**src/rtl/multi_input_conditioner_pkg.sv**
```systemverilog
// Shared defaults and a parameter sanity helper for the multi-channel input conditioner.
package multi_input_conditioner_pkg;

    localparam int unsigned DefChannels     = 4;
    localparam int unsigned DefSyncStages   = 2;
    localparam int unsigned DefCounterWidth = 3;
    localparam int unsigned DefWaitTime     = 3;

    // Debounce target must fit the counter; a single flop is not a synchroniser.
    function automatic bit cond_params_ok(int unsigned sync_stages,
                                          int unsigned counter_width,
                                          int unsigned wait_time);
        return (sync_stages >= 2) && (64'(wait_time) < (64'd1 << counter_width));
    endfunction

endpackage

```
**src/rtl/multi_input_conditioner_channel.sv**
```systemverilog
// One conditioner channel: synchroniser, polarity invert, debounce, edge pulses and
// sticky edge-capture flags.
module multi_input_conditioner_channel
    import multi_input_conditioner_pkg::*;
#(
    parameter int unsigned SYNC_STAGES   = DefSyncStages,
    parameter int unsigned COUNTER_WIDTH = DefCounterWidth,
    parameter int unsigned WAIT_TIME     = DefWaitTime
) (
    input  logic clk,
    input  logic reset_n,
    input  logic noisysignal,
    input  logic invert,
    input  logic clearevents,
    output logic conditioned,
    output logic positiveedge,
    output logic negativeedge,
    output logic risecaught,
    output logic fallcaught
);

    if (!cond_params_ok(SYNC_STAGES, COUNTER_WIDTH, WAIT_TIME)) begin : g_bad_params
        $error("conditioner: need SYNC_STAGES >= 2 and WAIT_TIME < 2**COUNTER_WIDTH");
    end

    logic [SYNC_STAGES-1:0]   r_sync;
    logic [SYNC_STAGES-1:0]   r_armed;
    logic [COUNTER_WIDTH-1:0] r_cnt;
    logic                     r_cond;
    logic                     r_pos;
    logic                     r_neg;
    logic                     r_rise;
    logic                     r_fall;

    logic w_p;
    logic w_mismatch;
    logic w_fire;

    assign w_p        = r_sync[SYNC_STAGES-1] ^ invert;
    // Sync contents are stale until refilled after reset; debounce waits for them.
    assign w_mismatch = r_armed[SYNC_STAGES-1] && (w_p != r_cond);
    assign w_fire     = w_mismatch && (r_cnt == COUNTER_WIDTH'(WAIT_TIME));

    always_ff @(posedge clk or negedge reset_n) begin
        if (!reset_n) begin
            r_sync  <= '0;
            r_armed <= '0;
            r_cnt   <= '0;
            r_cond  <= 1'b0;
            r_pos   <= 1'b0;
            r_neg   <= 1'b0;
            r_rise  <= 1'b0;
            r_fall  <= 1'b0;
        end else begin
            r_sync  <= {r_sync[SYNC_STAGES-2:0], noisysignal};
            r_armed <= {r_armed[SYNC_STAGES-2:0], 1'b1};
            r_cnt   <= (w_mismatch && !w_fire) ? r_cnt + 1'b1 : '0;
            if (w_fire) begin
                r_cond <= w_p;
            end
            r_pos  <= w_fire & w_p;
            r_neg  <= w_fire & ~w_p;
            // A pulse coinciding with a clear keeps the flag set.
            r_rise <= r_pos | (r_rise & ~clearevents);
            r_fall <= r_neg | (r_fall & ~clearevents);
        end
    end

    assign conditioned  = r_cond;
    assign positiveedge = r_pos;
    assign negativeedge = r_neg;
    assign risecaught   = r_rise;
    assign fallcaught   = r_fall;

endmodule

```
**src/rtl/multi_input_conditioner.sv**
```systemverilog
// N-channel input conditioner: per-channel instances plus the anyevent reduction.
module multi_input_conditioner
    import multi_input_conditioner_pkg::*;
#(
    parameter int unsigned CHANNELS      = DefChannels,
    parameter int unsigned SYNC_STAGES   = DefSyncStages,
    parameter int unsigned COUNTER_WIDTH = DefCounterWidth,
    parameter int unsigned WAIT_TIME     = DefWaitTime
) (
    input  logic                clk,
    input  logic                reset_n,
    input  logic [CHANNELS-1:0] noisysignal,
    input  logic [CHANNELS-1:0] invert,
    input  logic [CHANNELS-1:0] clearevents,
    output logic [CHANNELS-1:0] conditioned,
    output logic [CHANNELS-1:0] positiveedge,
    output logic [CHANNELS-1:0] negativeedge,
    output logic [CHANNELS-1:0] risecaught,
    output logic [CHANNELS-1:0] fallcaught,
    output logic                anyevent
);

    for (genvar g = 0; g < CHANNELS; g++) begin : g_chan
        multi_input_conditioner_channel #(
            .SYNC_STAGES  (SYNC_STAGES),
            .COUNTER_WIDTH(COUNTER_WIDTH),
            .WAIT_TIME    (WAIT_TIME)
        ) u_chan (
            .clk         (clk),
            .reset_n     (reset_n),
            .noisysignal (noisysignal[g]),
            .invert      (invert[g]),
            .clearevents (clearevents[g]),
            .conditioned (conditioned[g]),
            .positiveedge(positiveedge[g]),
            .negativeedge(negativeedge[g]),
            .risecaught  (risecaught[g]),
            .fallcaught  (fallcaught[g])
        );
    end

    assign anyevent = |(risecaught | fallcaught);

endmodule

```
**config.mk**
```make
export PLATFORM = sky130hd
export DESIGN_NAME = multi_input_conditioner
export DESIGN_NICKNAME = d
export VERILOG_FILES = /design/src/rtl/multi_input_conditioner_pkg.sv /design/src/rtl/multi_input_conditioner_channel.sv /design/src/rtl/multi_input_conditioner.sv
export SDC_FILE = /design/constraint.sdc
export NUM_CORES = 1
export LEC_CHECK = 0
export CORE_ASPECT_RATIO = 1.4
export CORE_UTILIZATION = 52
export CTS_CLUSTER_DIAMETER = 30
export DETAILED_ROUTE_END_ITERATION = 10
export GPL_TIMING_DRIVEN = 0
export PLACE_DENSITY = 0.88
export SLEW_MARGIN = 40
export SYNTH_ARGS = -nofsm -noshare
export SYNTH_HDL_FRONTEND = slang
export SYNTH_SLANG_ARGS = --single-unit
```
**constraint.sdc**
```tcl
create_clock -name clk -period 2.4 [get_ports clk]
set_clock_uncertainty 0.2 [all_clocks]
set_input_delay 0.36 -clock clk [delete_from_list [all_inputs] [get_ports clk]]
set_output_delay 0.36 -clock clk [all_outputs]
set_load 0.01 [all_outputs]
```
==> reports/qor.csv <==
stage,metric,value,unit
outcome,status,"finished, final reports clean",
sta,hold violation count in the final report,0,
detailed_routing,initial drt markers,17,
worst_setup_path,Crit path largest cell delay,0.48,ns
synth,cells taking the most area after synthesis,"sky130_fd_sc_hd__dfrtp_1 58%, sky130_fd_sc_hd__buf_4 8.3%, sky130_fd_sc_hd__ha_1 7.6%",
power_and_ir_drop,pwr/cell area,709,mW/mm²
synth,sequential fraction of the synthesis area,0.583,
worst_setup_path,highest net fanout along the worst path,3,
synth,Compound-Gate Fraction of Synth Area,0.0583,
worst_hold_path,worst min-delay path category,reg -> reg,
synth,netlist area before placement,0.00180,mm²
worst_setup_path,number of buffers and inverters on the critical path,1,
global_route,global-route wire length before repair,5.22,mm
sta,setup repair after global routing missed its margin,no,
floorplanning,number of placement rows,24,
finish,layout overhead on the synthesized area,29.4,%
synth,total number of yosys warnings,0,
finish,core utilization of the finished layout,0.726,
detailed_routing,Routed Wire Length,3.13,mm
worst_hold_path,worst hold stages,0,
synth,Post-synth EDFFs,0,
worst_setup_path,arrival time at the worst endpoint,1.58,ns
synth,Synth Net Count,165,
sta,final worst-path cycle share,0.893,
sta,number of max-slew violations in the final report,0,
synth,leading area contributor after synthesis,sky130_fd_sc_hd__dfrtp_1,
worst_setup_path,worst reg-to-reg path cell count,4,
worst_setup_path,CP Depth,3,
placement,placer congestion estimate,0.689,
detailed_routing,via count normalized by instance count,5.00,
worst_setup_path,origin of the critical flop-to-flop path,g_chan[2].u_chan.r_cnt[0]$_DFF_PN0_,
cts,H-tree depth,2,
detailed_routing,routed length per instance,14.0,µm
synth,primary flip-flop cell chosen by synthesis mapping,sky130_fd_sc_hd__dfrtp_1,
sta,final-report setup violation count,0,
worst_setup_path,critical path startpoint,g_chan[2].u_chan.fallcaught$_DFF_PN0_,
worst_hold_path,startpoint of the worst hold path,g_chan[1].u_chan.r_sync[0]$_DFF_PN0_,
worst_setup_path,critical path endpoint category,output pin,
cts,Num Clock Sinks,42,
synth,portion of netlist area occupied by mux cells,0,
global_route,overall routing resource usage,0.201,
synth,most frequent cell after synthesis,sky130_fd_sc_hd__dfrtp_1,
power_and_ir_drop,worst-case vdd ir drop,0.556,mV
global_route,number of global-route vias before repair,1154,
placement,placed standard-cell area,0.00221,mm²
floorplanning,core footprint,0.00321,mm²
worst_setup_path,category of the most critical setup path,reg -> out,
synth,fraction of post-synthesis cell area in the top cell type by area,0.583,
detailed_routing,detailed-router iteration count before antenna repair,2,
detailed_routing,post-route DRC violation count,0,
cts,clk slew on worst S/H paths,0.07,ns
cts,library cell used as clock root buffer,sky130_fd_sc_hd__clkbuf_8,
finish,final net count,208,
floorplanning,Die Wd,51.8,µm
worst_setup_path,kind of cell with the highest combined delay on the critical path,buffers and inverters,
worst_setup_path,startpoint type of the worst setup path,flip-flop,
finish,multi-input combinational cell area,558,µm²
synth,async set-reset flop share out of synthesis,1.00,
worst_setup_path,required time at the endpoint of the critical path,1.84,ns
synth,main combinational cell family by area after synthesis,buffers and inverters,
worst_setup_path,critical-path cell with the highest stage delay,sky130_fd_sc_hd__clkdlybuf4s50_1,
global_route,overall overflow remaining after global route,0,
cts,total clock buffers created by CTS,5,
job,number of max-cap violations,0,
synth,post-synthesis area per instance,12.9,µm²
synth,adder-cell share of the synthesized area,0.0763,
detailed_routing,via count,1115,
floorplanning,floorplan die height,71.7,µm
finish,layout cells sized above 1,0.190,
synth,xor and xnor area share after synthesis,0.0701,
finish,final instance area,0.00233,mm²
cts,CTS max path bufs,2,
sta,slack of the critical path,0.258,ns
finish,FF+latch area,0.00105,mm²
global_route,largest net degree at the start of global routing,23,
cts,later-pin clock latency in the skew report,0.29,ns
global_route,number of antenna violations at the first check in global routing,0,
synth,number of distinct library cell variants in the gate-level netlist after synthesis,20,
floorplanning,Boundary Pins,35,
cts,post-cts sizing count,0,
synth,"basic-gate share of the synthesized area counting and, or, nand and nor cells",0.103,
cts,clock tree from TritonCTS,built,
synth,register bit total from synthesis,42,
floorplanning,initial standard-cell utilization of the core,0.561,
placement,port bufs,34,
power_and_ir_drop,overall power after layout,0.00165,W
synth,Commonest cells post-synth,"42 x sky130_fd_sc_hd__dfrtp_1, 20 x sky130_fd_sc_hd__buf_4, 13 x sky130_fd_sc_hd__nor3_1, 11 x sky130_fd_sc_hd__ha_1, 9 x sky130_fd_sc_hd__inv_1",
sta,Final min period,2.14,ns
synth,synthesized instance count,140,
floorplanning,full die area,0.00371,mm²
power_and_ir_drop,LEAKAGE,1.20,nW
sta,Max Clock Freq,467,MHz
detailed_routing,number of nets with antenna violations after detailed routing,0,
placement,HPWL reported at the end of detailed placement,2.33,mm
finish,filler instances,212,
placement,pre-CTS setup slack,0.502,ns
finish,antenna cell count,0,
worst_setup_path,cell breakdown of the critical path,nor4_1 > nand2_1 > clkdlybuf4s50_1,
==> final timing paths <==
check,slack (ns),endpoint
worst max register to register,0.86,g_chan[2].u_chan.r_cnt[1]$_DFF_PN0_
max in group asynchronous,1.16,g_chan[2].u_chan.negativeedge$_DFF_PN0_
worst max-delay path,0.26,anyevent
worst min-delay path,0.15,g_chan[1].u_chan.r_sync[1]$_DFF_PN0_
min in group asynchronous,0.37,g_chan[1].u_chan.r_cnt[2]$_DFF_PN0_
worst min register to register,0.15,g_chan[1].u_chan.r_sync[1]$_DFF_PN0_
==> logic make-up after synthesis <==
kind of cell | Yosys count
fa+ha+maj | 11
other cells | 1
compound gates | 16
simple gates | 31
xor+xnor | 8
buf+inv | 31
flops | 42
==> sequential cells by signal (all words and copies together), names as in the netlist <==
name and flops:
g_chan.u_chan.positiveedge 4, g_chan.u_chan.r_cnt 12, g_chan.u_chan.r_sync 8, g_chan.u_chan.risecaught 4, g_chan.u_chan.fallcaught 4, g_chan.u_chan.negativeedge 4, g_chan.u_chan.r_armed 2, g_chan.u_chan.conditioned 4
==> per-layer routing <==
layer	track usage	wire (µm)
met1	0.204	1170
met2	0.377	1780
met3	0.0382	99
met4	0.0991	70
met5	0	0
==> cell usage in the layout, fill, tap and decap left out <==
master,count
sky130_fd_sc_hd__buf_2,3
sky130_fd_sc_hd__a21o_1,8
sky130_fd_sc_hd__nor3b_2,1
sky130_fd_sc_hd__buf_16,1
sky130_fd_sc_hd__bufinv_16,1
sky130_fd_sc_hd__conb_1,1
sky130_fd_sc_hd__nand2b_1,4
sky130_fd_sc_hd__clkbuf_8,5
sky130_fd_sc_hd__xnor3_1,3
sky130_fd_sc_hd__inv_1,9
sky130_fd_sc_hd__dfrtp_1,42
sky130_fd_sc_hd__clkinv_2,2
sky130_fd_sc_hd__nor4_1,2
sky130_fd_sc_hd__xnor2_1,4
sky130_fd_sc_hd__buf_4,20
sky130_fd_sc_hd__nand2_1,5
sky130_fd_sc_hd__a21oi_1,4
sky130_fd_sc_hd__and4_1,3
sky130_fd_sc_hd__nor3b_1,2
sky130_fd_sc_hd__clkdlybuf4s50_1,33
sky130_fd_sc_hd__dlygate4sd3_1,1
sky130_fd_sc_hd__a31oi_1,4
sky130_fd_sc_hd__and4_2,1
sky130_fd_sc_hd__nor3_1,13
sky130_fd_sc_hd__ha_1,11
sky130_fd_sc_hd__xnor3_2,1
==> layout make-up <==
class / instances / area share
Sequential cell: 42 / 0.450
Multi-Input combinational cell: 67 / 0.239
Timing Repair Buffer: 36 / 0.160
Buffer: 22 / 0.0686
Clock buffer: 5 / 0.0295
Tap cell: 39 / 0.0209
Clock inverter: 3 / 0.0172
Inverter: 9 / 0.0145
==> repair_timing <==
action / 4_1_cts / 5_1_grt
hold buffers: 1 / 0
endpoints found under the hold margin: 20 / 0
setup buffers: 0 / 0
==> per-stage QoR <==
step | hold slack [ns] | instances | TNS (ns)
CTS | 0.151 | 223 | 0
detailed placement | 0.135 | 214 | 0
global route | 0.161 | 223 | 0
global placement | 0.132 | 213 | -3.22
finish | 0.150 | 223 | 0
floorplan | -0.136 | 140 | 0
==> power by group <==
group	internal [W]	total, W	switching [W]
logic	0.000178	0.000307	0.000128
clock network	0.000306	0.000526	0.000220
registers	0.000767	0.000822	0.0000550
total	0.00125	0.00165	0.000404
Note: power is estimated with default switching activity, not from simulation.
